File: src/rtl/dht11_reader.sv
// DHT11 single-wire reader: issues the host start pulse, times the sensor
// response and 40 data bits, and publishes checksum-validated readings.
module dht11_reader #(
    parameter int CLK_HZ        = 12000000,
    parameter int POLL_MS       = 2000,
    parameter int START_LOW_US  = 18000,
    parameter int TIMEOUT_US    = 200,
    parameter int BIT_THRESH_US = 48
) (
    input  logic       hclk,
    input  logic       rst_n,
    input  logic       dht_in,
    output logic       dht_oe,
    input  logic       start,
    output logic [7:0] humidity,
    output logic [7:0] temperature,
    output logic       valid,
    output logic       err_checksum,
    output logic       err_timeout,
    output logic       busy
);

    localparam int US_DIV = (CLK_HZ / 1000000 > 0) ? CLK_HZ / 1000000 : 1;
    localparam int PRE_W  = (US_DIV > 1) ? $clog2(US_DIV) : 1;
    localparam int US_MAX = (START_LOW_US > TIMEOUT_US) ? START_LOW_US : TIMEOUT_US;
    localparam int US_W   = $clog2(US_MAX + 1) + 1;
    localparam int MS_W   = (POLL_MS > 1) ? $clog2(POLL_MS + 1) : 1;

    typedef enum logic [2:0] {
        IDLE,
        START_LOW,
        RELEASE,
        RESP_LOW,
        RESP_HIGH,
        BIT_LOW,
        BIT_HIGH,
        CHECK
    } state_t;

    state_t state, state_d;

    logic             sync_meta, sync_cur, sync_prev;
    logic             rise, fall;
    logic [PRE_W-1:0] pre_cnt;
    logic             us_tick;
    logic [US_W-1:0]  us_cnt, us_now;
    logic [9:0]       poll_us;
    logic [MS_W-1:0]  poll_ms;
    logic             ms_wrap, poll_expire;
    logic [39:0]      shreg;
    logic [5:0]       bit_cnt;
    logic             bit_val;
    logic [7:0]       frame_b0, frame_b1, frame_b2, frame_b3, frame_b4, frame_sum;
    logic             checksum_ok;
    logic             waiting, shift_en, bit_clr;
    logic             valid_d, err_cs_d, err_to_d;

    // Pad level is asynchronous; two flops resolve metastability, the third
    // holds the previous settled level for edge detection. Idle line is high.
    // NOTE: sequential state uses non-blocking (<=) so every flop samples the
    // pre-edge value of its neighbours, exactly like the hardware.
    always_ff @(posedge hclk or negedge rst_n) begin
        if (!rst_n) begin
            sync_meta <= 1'b1;
            sync_cur  <= 1'b1;
            sync_prev <= 1'b1;
        end else begin
            sync_meta <= dht_in;
            sync_cur  <= sync_meta;
            sync_prev <= sync_cur;
        end
    end

    assign rise = ~sync_prev & sync_cur;
    assign fall = sync_prev & ~sync_cur;

    always_ff @(posedge hclk or negedge rst_n) begin
        if (!rst_n)       pre_cnt <= '0;
        else if (us_tick) pre_cnt <= '0;
        else              pre_cnt <= pre_cnt + 1'b1;
    end

    assign us_tick = (pre_cnt == PRE_W'(US_DIV - 1));

    // Microseconds spent in the current state, counting the tick of this cycle.
    assign us_now = us_cnt + US_W'(us_tick);

    always_ff @(posedge hclk or negedge rst_n) begin
        if (!rst_n)                                 us_cnt <= '0;
        else if (state_d != state || state == IDLE) us_cnt <= '0;
        else if (us_tick)                           us_cnt <= us_now;
    end

    assign ms_wrap     = us_tick && (poll_us == 10'd999);
    assign poll_expire = ms_wrap && (poll_ms == MS_W'(POLL_MS - 1));

    // Poll interval restarts from zero every time the controller returns to IDLE.
    always_ff @(posedge hclk or negedge rst_n) begin
        if (!rst_n) begin
            poll_us <= '0;
            poll_ms <= '0;
        end else if (state != IDLE || state_d != IDLE) begin
            poll_us <= '0;
            poll_ms <= '0;
        end else if (ms_wrap) begin
            poll_us <= '0;
            poll_ms <= poll_ms + 1'b1;
        end else if (us_tick) begin
            poll_us <= poll_us + 10'd1;
        end
    end

    assign bit_val     = (us_now > US_W'(BIT_THRESH_US));
    assign frame_b0    = shreg[39:32];
    assign frame_b1    = shreg[31:24];
    assign frame_b2    = shreg[23:16];
    assign frame_b3    = shreg[15:8];
    assign frame_b4    = shreg[7:0];
    assign frame_sum   = frame_b0 + frame_b1 + frame_b2 + frame_b3;
    assign checksum_ok = (frame_sum == frame_b4);

    always_ff @(posedge hclk or negedge rst_n) begin
        if (!rst_n) state <= IDLE;
        else        state <= state_d;
    end

    // NOTE: every signal driven here gets a default first so no path through
    // the case leaves it unassigned and a latch is never inferred.
    always_comb begin
        state_d  = state;
        waiting  = 1'b0;
        shift_en = 1'b0;
        bit_clr  = 1'b0;
        valid_d  = 1'b0;
        err_cs_d = 1'b0;
        err_to_d = 1'b0;
        case (state)
            IDLE: begin
                if (start || poll_expire) state_d = START_LOW;
            end
            START_LOW: begin
                if (us_now >= US_W'(START_LOW_US)) state_d = RELEASE;
            end
            RELEASE: begin
                waiting = 1'b1;
                if (fall) state_d = RESP_LOW;
            end
            RESP_LOW: begin
                waiting = 1'b1;
                if (rise) state_d = RESP_HIGH;
            end
            RESP_HIGH: begin
                waiting = 1'b1;
                if (fall) begin
                    state_d = BIT_LOW;
                    bit_clr = 1'b1;
                end
            end
            BIT_LOW: begin
                waiting = 1'b1;
                if (rise) state_d = BIT_HIGH;
            end
            BIT_HIGH: begin
                waiting = 1'b1;
                if (fall) begin
                    shift_en = 1'b1;
                    state_d  = (bit_cnt == 6'd39) ? CHECK : BIT_LOW;
                end
            end
            CHECK: begin
                state_d = IDLE;
                if (checksum_ok) valid_d  = 1'b1;
                else             err_cs_d = 1'b1;
            end
            default: state_d = IDLE;
        endcase

        // An awaited edge arriving on the timeout cycle still wins.
        if (waiting && state_d == state && us_now >= US_W'(TIMEOUT_US)) begin
            state_d  = IDLE;
            err_to_d = 1'b1;
        end
    end

    always_ff @(posedge hclk or negedge rst_n) begin
        if (!rst_n) begin
            shreg   <= '0;
            bit_cnt <= '0;
        end else if (bit_clr) begin
            shreg   <= '0;
            bit_cnt <= '0;
        end else if (shift_en) begin
            shreg   <= {shreg[38:0], bit_val};
            bit_cnt <= bit_cnt + 6'd1;
        end
    end

    // Pad enable and status pulses are registered so the pad sees no decode glitches.
    always_ff @(posedge hclk or negedge rst_n) begin
        if (!rst_n) begin
            dht_oe       <= 1'b0;
            valid        <= 1'b0;
            err_checksum <= 1'b0;
            err_timeout  <= 1'b0;
            humidity     <= '0;
            temperature  <= '0;
        end else begin
            dht_oe       <= (state_d == START_LOW);
            valid        <= valid_d;
            err_checksum <= err_cs_d;
            err_timeout  <= err_to_d;
            if (valid_d) begin
                humidity    <= frame_b0;
                temperature <= frame_b2;
            end
        end
    end

    assign busy = (state != IDLE);

endmodule

File: config.mk
export PLATFORM = sky130hd
export DESIGN_NAME = dht11_reader
export DESIGN_NICKNAME = d
export VERILOG_FILES = /design/src/rtl/dht11_reader.sv
export SDC_FILE = /design/constraint.sdc
export NUM_CORES = 1
export LEC_CHECK = 0
export ABC_AREA = 1
export CORE_MARGIN = 2
export CORE_UTILIZATION = 55
export DETAILED_ROUTE_END_ITERATION = 8
export DONT_BUFFER_PORTS = 1
export GPL_ROUTABILITY_DRIVEN = 0
export PLACE_DENSITY = 0.67
export SKIP_CTS_REPAIR_TIMING = 1
export SYNTH_ARGS = -nofsm -noshare
export SYNTH_HDL_FRONTEND = slang
export SYNTH_SLANG_ARGS = --single-unit
File: constraint.sdc
create_clock -name hclk -period 4.8 [get_ports hclk]
set_input_delay 0 -clock hclk [delete_from_list [all_inputs] [get_ports hclk]]
set_output_delay 0 -clock hclk [all_outputs]
set_load 0.02 [all_outputs]
### Word level (Yosys, flattened, before mapping)

Index checks and enable logic that the tools add are counted.

| cells by class | value |
|---|---|
| equality and inequality tests | 15 |
| add/subtract/negate cells | 8 |
| divide/modulo/power cells | 0 |
| reductions and logical operators | 15 |
| $mul | 0 |
| mux-type cells | 31 |
| order comparisons | 3 |
| bitwise gates (word level) | 4 |
| shift operators | 0 |

Operator list:

| cell | count |
|---|---|
| 40-bit two-way mux | 2 |
| 16-bit two-way mux | 2 |
| 10-bit two-way mux | 3 |
| 8-bit adder | 3 |
| 3-bit two-way mux | 8 |
| 3-bit case mux with 8 select lines | 1 |
| 11-bit two-way mux | 2 |
| 16-bit by 1-bit adder with 16-bit output | 1 |
| 16-bit by 15-bit >= comparator with 1-bit output (second input constant) | 1 |
| 16-bit by 8-bit >= comparator with 1-bit output (second input constant) | 1 |
| 16-bit by 6-bit greater-than comparator with 1-bit output (second input constant) | 1 |
| 3-bit == test (second input constant) | 4 |
| 6-bit two-way mux | 2 |
| 11-bit by 1-bit adder with 11-bit output (second input constant) | 1 |
| 11-bit == test (second input constant) | 1 |
| 10-bit by 1-bit adder with 10-bit output (second input constant) | 1 |
| 10-bit == test (second input constant) | 1 |
| 1-bit two-way mux | 9 |
| 3-bit nonzero test | 3 |
| 8-bit == test | 1 |
| 6-bit by 1-bit adder with 6-bit output (second input constant) | 1 |
| 3-bit by 1-bit == test with 1-bit output (second input constant) | 2 |
| 3-bit by 2-bit == test with 1-bit output (second input constant) | 2 |
| 6-bit == test (second input constant) | 1 |
| 13 further kinds | 22 |

| storage, ports and cells | value |
|---|---|
| memories kept | 0 |
| bits in latches | 0 |
| input bits | 4 |
| bits in writable memories | 0 |
| register bits after elaboration | 113 |
| bits in read-only memories | 0 |

### Logic depth before layout (Yosys ltp)

| depth | value |
|---|---|
| depth in word-level cells | 13 |
| depth in mapped cells | 26 |

### Worst setup path after synthesis

Ideal clock, no wire load.

| path | value |
|---|---|
| kind | register -> register |
| start | register shreg[9] |
| end | register humidity[0] |
| clock period less this slack | 3.512 ns |
| cell stages (with the launch flop) | 14 |
| setup time | 0.130 ns |
| setup slack | 1.288 ns |
| path buffers | 1 |
| data arrival time | 3.382 ns |
| cell sequence | dfrtp_1 fa_1 fa_1 ha_1 inv_1 fa_1 o21ai_0 xor2_1 xor2_1 nor4b_1 nand3_1 clkbuf_1 nand2_1 o21ai_0 |

| between the ends | value |
|---|---|
| cells in the longest elaborated chain, start to end | 4 |

RTL lines:

| element | RTL line | text |
|---|---|---|
| start, declared | 50 | `logic [39:0] shreg;` |
| start signal, assigned | 193 | `shreg <= {shreg[38:0], bit_val};` |
| 8-bit adder | 119 | `assign frame_sum = frame_b0 + frame_b1 + frame_b2 + frame_b3;` |
| 8-bit == test | 120 | `assign checksum_ok = (frame_sum == frame_b4);` |
| 1-bit two-way mux | 172 | `if (checksum_ok) valid_d = 1'b1;` |
| 1-bit two-way mux | 137 | `case (state)` |
| end signal, assigned | 213 | `humidity <= frame_b0;` |
| end, declared | 15 | `output logic [7:0] humidity,` |

No other way between the ends.
A chain may end at the register's enable or synchronous reset.

### Final worst setup path

| path | value |
|---|---|
| start | register shreg[9] |
| end | register temperature[6] |

| between the ends | value |
|---|---|
| cells in the longest elaborated chain, start to end | 4 |

RTL lines:

| element | RTL line | text |
|---|---|---|
| 8-bit adder | 119 |  |
| 8-bit == test | 120 |  |
| 1-bit two-way mux | 172 |  |
| 1-bit two-way mux | 137 |  |
| end signal, assigned | 214 | `temperature <= frame_b2;` |
| end, declared | 16 | `output logic [7:0] temperature,` |

No other way between the ends.

==> flow_summary.json <==
{
  "max_freq_ghz": 0.269,
  "root_buffer": "clkbuf_8",
  "cp_cell_sequence": "fa_1 > fa_1 > ha_1 > inv_1 > fa_1 > o21ai_0 > xor2_1 > xor2_1 > nor4b_1 > nand3_1 > buf_4 > nand2_1 > o21ai_0",
  "pwr-share-seq_pct": 44.2,
  "p_leak_nw": 3.16,
  "die_area_mm2": 0.0117,
  "switchingPower_uw": 463,
  "relSlewSlack_pct": 17.4,
  "core_mm2": 0.0107,
  "diodes": 0,
  "ys_warn_count": 0,
  "finalHoldViolCount": 0,
  "p_sw_share_pct": 21.4,
  "p_per_area_mw_per_mm2": 322,
  "final_area_mm2": 0.00673,
  "finalSetupViolations": 0,
  "clock_skew_ns": 0.00676,
  "synth-seq-area-share_pct": 47.4,
  "synth_area_per_cell_um2": 8.66,
  "num_vias": 4586,
  "required_ns": 5.19,
  "slowest_stage": "fa_1",
  "vias_per_cell": 5.38,
  "startpoint_type": "register",
  "synth_cell_types": 43,
  "syn_inst": 689,
  "grt_pass1_wl_um": 20800,
  "holdWs_ns": 0.0478,
  "cpPeakStageDelay_ns": 0.53,
  "path_delay_family": "adder cells",
  "fin_util_pct": 62.9,
  "routed_wl_um": 12200,
  "hp-class": "input pin to register",
  "die_w_um": 108,
  "placed_area_mm2": 0.00610,
  "worstSkewPairLatency_ns": 0.52,
  "numClockSinks": 113,
  "synth_seq_cells": 113,
  "htreeDepth": 4,
  "path_buf_inv": 2,
  "syn-num-nets": 720,
  "rows": 38,
  "fin_setup_tns_ns": 0,
  "rsz0062_at_grt": "no",
  "synth_ff_type": "dfrtp_1",
  "cpMostUsedCell": "fa_1",
  "grt_usage_pct": 22.7,
  "final.fill_count": 908,
  "place_ws_ns": 1.06,
  "synth_edf_count": 0,
  "clock_power_share_pct": 54.7,
  "wl_per_cell_um": 14.3,
  "start_util_pct": 55.8,
  "cts-buffers-inserted": 17,
  "grt_max_degree": 114,
  "pin_count": 25,
  "drtIter0Drc": 251,
  "status": "finished clean",
  "cp_max_fo": 32,
  "setup_ws_ns": 1.08,
  "portBuffers": 0,
  "combPwrFrac_pct": 1.1,
  "postRouteAntennaNets": 0,
  "antenna_found_initial": 0,
  "cts_tree": "built",
  "irDropWorstVdd_mv": 0.234,
  "worstSetupPathType": "register to register",
  "cts_max_path_buffers": 2,
  "synthArstFlopShare_pct": 100,
  "die_h_um": 108,
  "drive_gt1_share_pct": 11.1,
  "cap_violations": 0,
  "power_mw": 2.17,
  "multi_input_area_mm2": 0.00266,
  "final_nets": 730,
  "finalNonFillerCells": 852,
  "syn2layout_area_growth_pct": 12.7,
  "cp-end-kind": "register",
  "fin_crit_sh_pct": 77.5,
  "dp_cells": 816,
  "drt_pass1_iterations": 4,
  "grt_overflow": 0,
  "grt_pass1_vias": 4594,
  "maxSlewViolCount": 0,
  "syn_area_mm2": 0.00597,
  "path_clk_slew_ns": 0.06,
  "period_minus_slack_ns": 3.72,
  "max_slew.worst_pin.slew_ns": 1.24,
  "p_int_mw": 1.70,
  "seq_area_mm2": 0.00283,
  "cp.arrival_ns": 4.11,
  "post-dp-hpwl_um": 8380,
  "route.detailed.drc": 0
}
-- flip-flops by register name (all words and copies together), names as in the netlist --
| register | flops |
|---|---|
| bit_cnt | 6 |
| dht_oe | 1 |
| err_checksum | 1 |
| err_timeout | 1 |
| humidity | 8 |
| poll_ms | 11 |
| poll_us | 10 |
| pre_cnt | 4 |
| shreg | 40 |
| state | 3 |
| sync_cur | 1 |
| sync_meta | 1 |
| sync_prev | 1 |
| temperature | 8 |
| us_cnt | 16 |
| valid | 1 |
-- cell usage after synthesis, types with 2 or more instances --
cell        n  area (µm²)
nand2_1   121         454
dfrtp_1   110        2750
inv_1     105         394
nor2_1     47         176
o21ai_0    47         235
o22ai_1    40         250
nand3_1    36         180
a21oi_1    24         120
nor3_1     21         105
nor2_2     18         113
xor2_1     16         140
fa_1       14         280
ha_1       13         163
clkbuf_1   12        45.0
xnor2_1    10        87.6
nand2_2     8        50.1
nand4_1     8        50.1
and3_1      3        18.8
dfstp_2     3        78.8
nor2_4      3        33.8
a31oi_1     2        12.5
buf_2       2        10.0
inv_2       2        7.51
mux2i_1     2        20.0
nor3_2      2        20.0
nor3b_1     2        15.0
nor4_1      2        12.5
-- worst paths after layout --
kind / startpoint / end / slack, ns / depth (start not counted)
max: shreg[9] / temperature[6] / 1.08 / 13
min: dht_in / sync_meta / 0.05 / 1
max reg2reg: shreg[9] / temperature[6] / 1.08 / 13
min reg2reg: sync_meta / sync_cur / 0.36 / 0
max in group asynchronous: rst_n / sync_meta / 4.30 / 2
min in group asynchronous: rst_n / shreg[5] / 0.09 / 2
-- area by class of cell --
type                            instances  share of cell area, %
Timing Repair Buffer                    7                   1.19
Multi-Input combinational cell        452                   39.6
Tap cell                              140                   2.60
Clock buffer                           21                   6.97
Inverter                              108                   6.02
Sequential cell                       113                   42.1
Clock inverter                         11                   1.56
-- power groups by stage --
stage               registers, mW  clock network, mW  logic (mW)
CTS                         0.956               1.21     0.00194
floorplan                   0.973                  0     0.00143
detailed placement          0.973                  0     0.00193
global placement            0.973                  0     0.00182
finish                      0.956               1.19      0.0239
global route                0.956               1.26      0.0290
-- cells by family (layout without fill, tap and decap cells) --
group / Yosys count / count (layout) / share of synthesized area, %
buffers and inverters: 124 / 147 / 8.03
flip-flops: 113 / 113 / 47.4
AO/OA/AOI/OAI: 119 / 119 / 11.2
XOR/XNOR: 26 / 26 / 3.81
multiplexers: 2 / 2 / 0.335
AND/OR/NAND/NOR: 278 / 278 / 21.8
adder cells (fa/ha/maj): 27 / 27 / 7.42
-- placed cells by master (no fill, tap or decap), drive strengths merged, types with 14 or more instances in the layout --
cell	n
xor2	16
nand2	130
dfrtp	110
o21ai	49
nor2	68
clkbuf	21
a21oi	24
nand3	38
o22ai	40
inv	108
nor3	23
fa	14
-- routing by layer --
layer	track usage, %	wire length (µm)
met1	29.1	5660
met2	36.9	5860
met3	4.82	361
met4	11.2	299
met5	0	0
No activity file was read; power rests on OpenSTA's default activity.
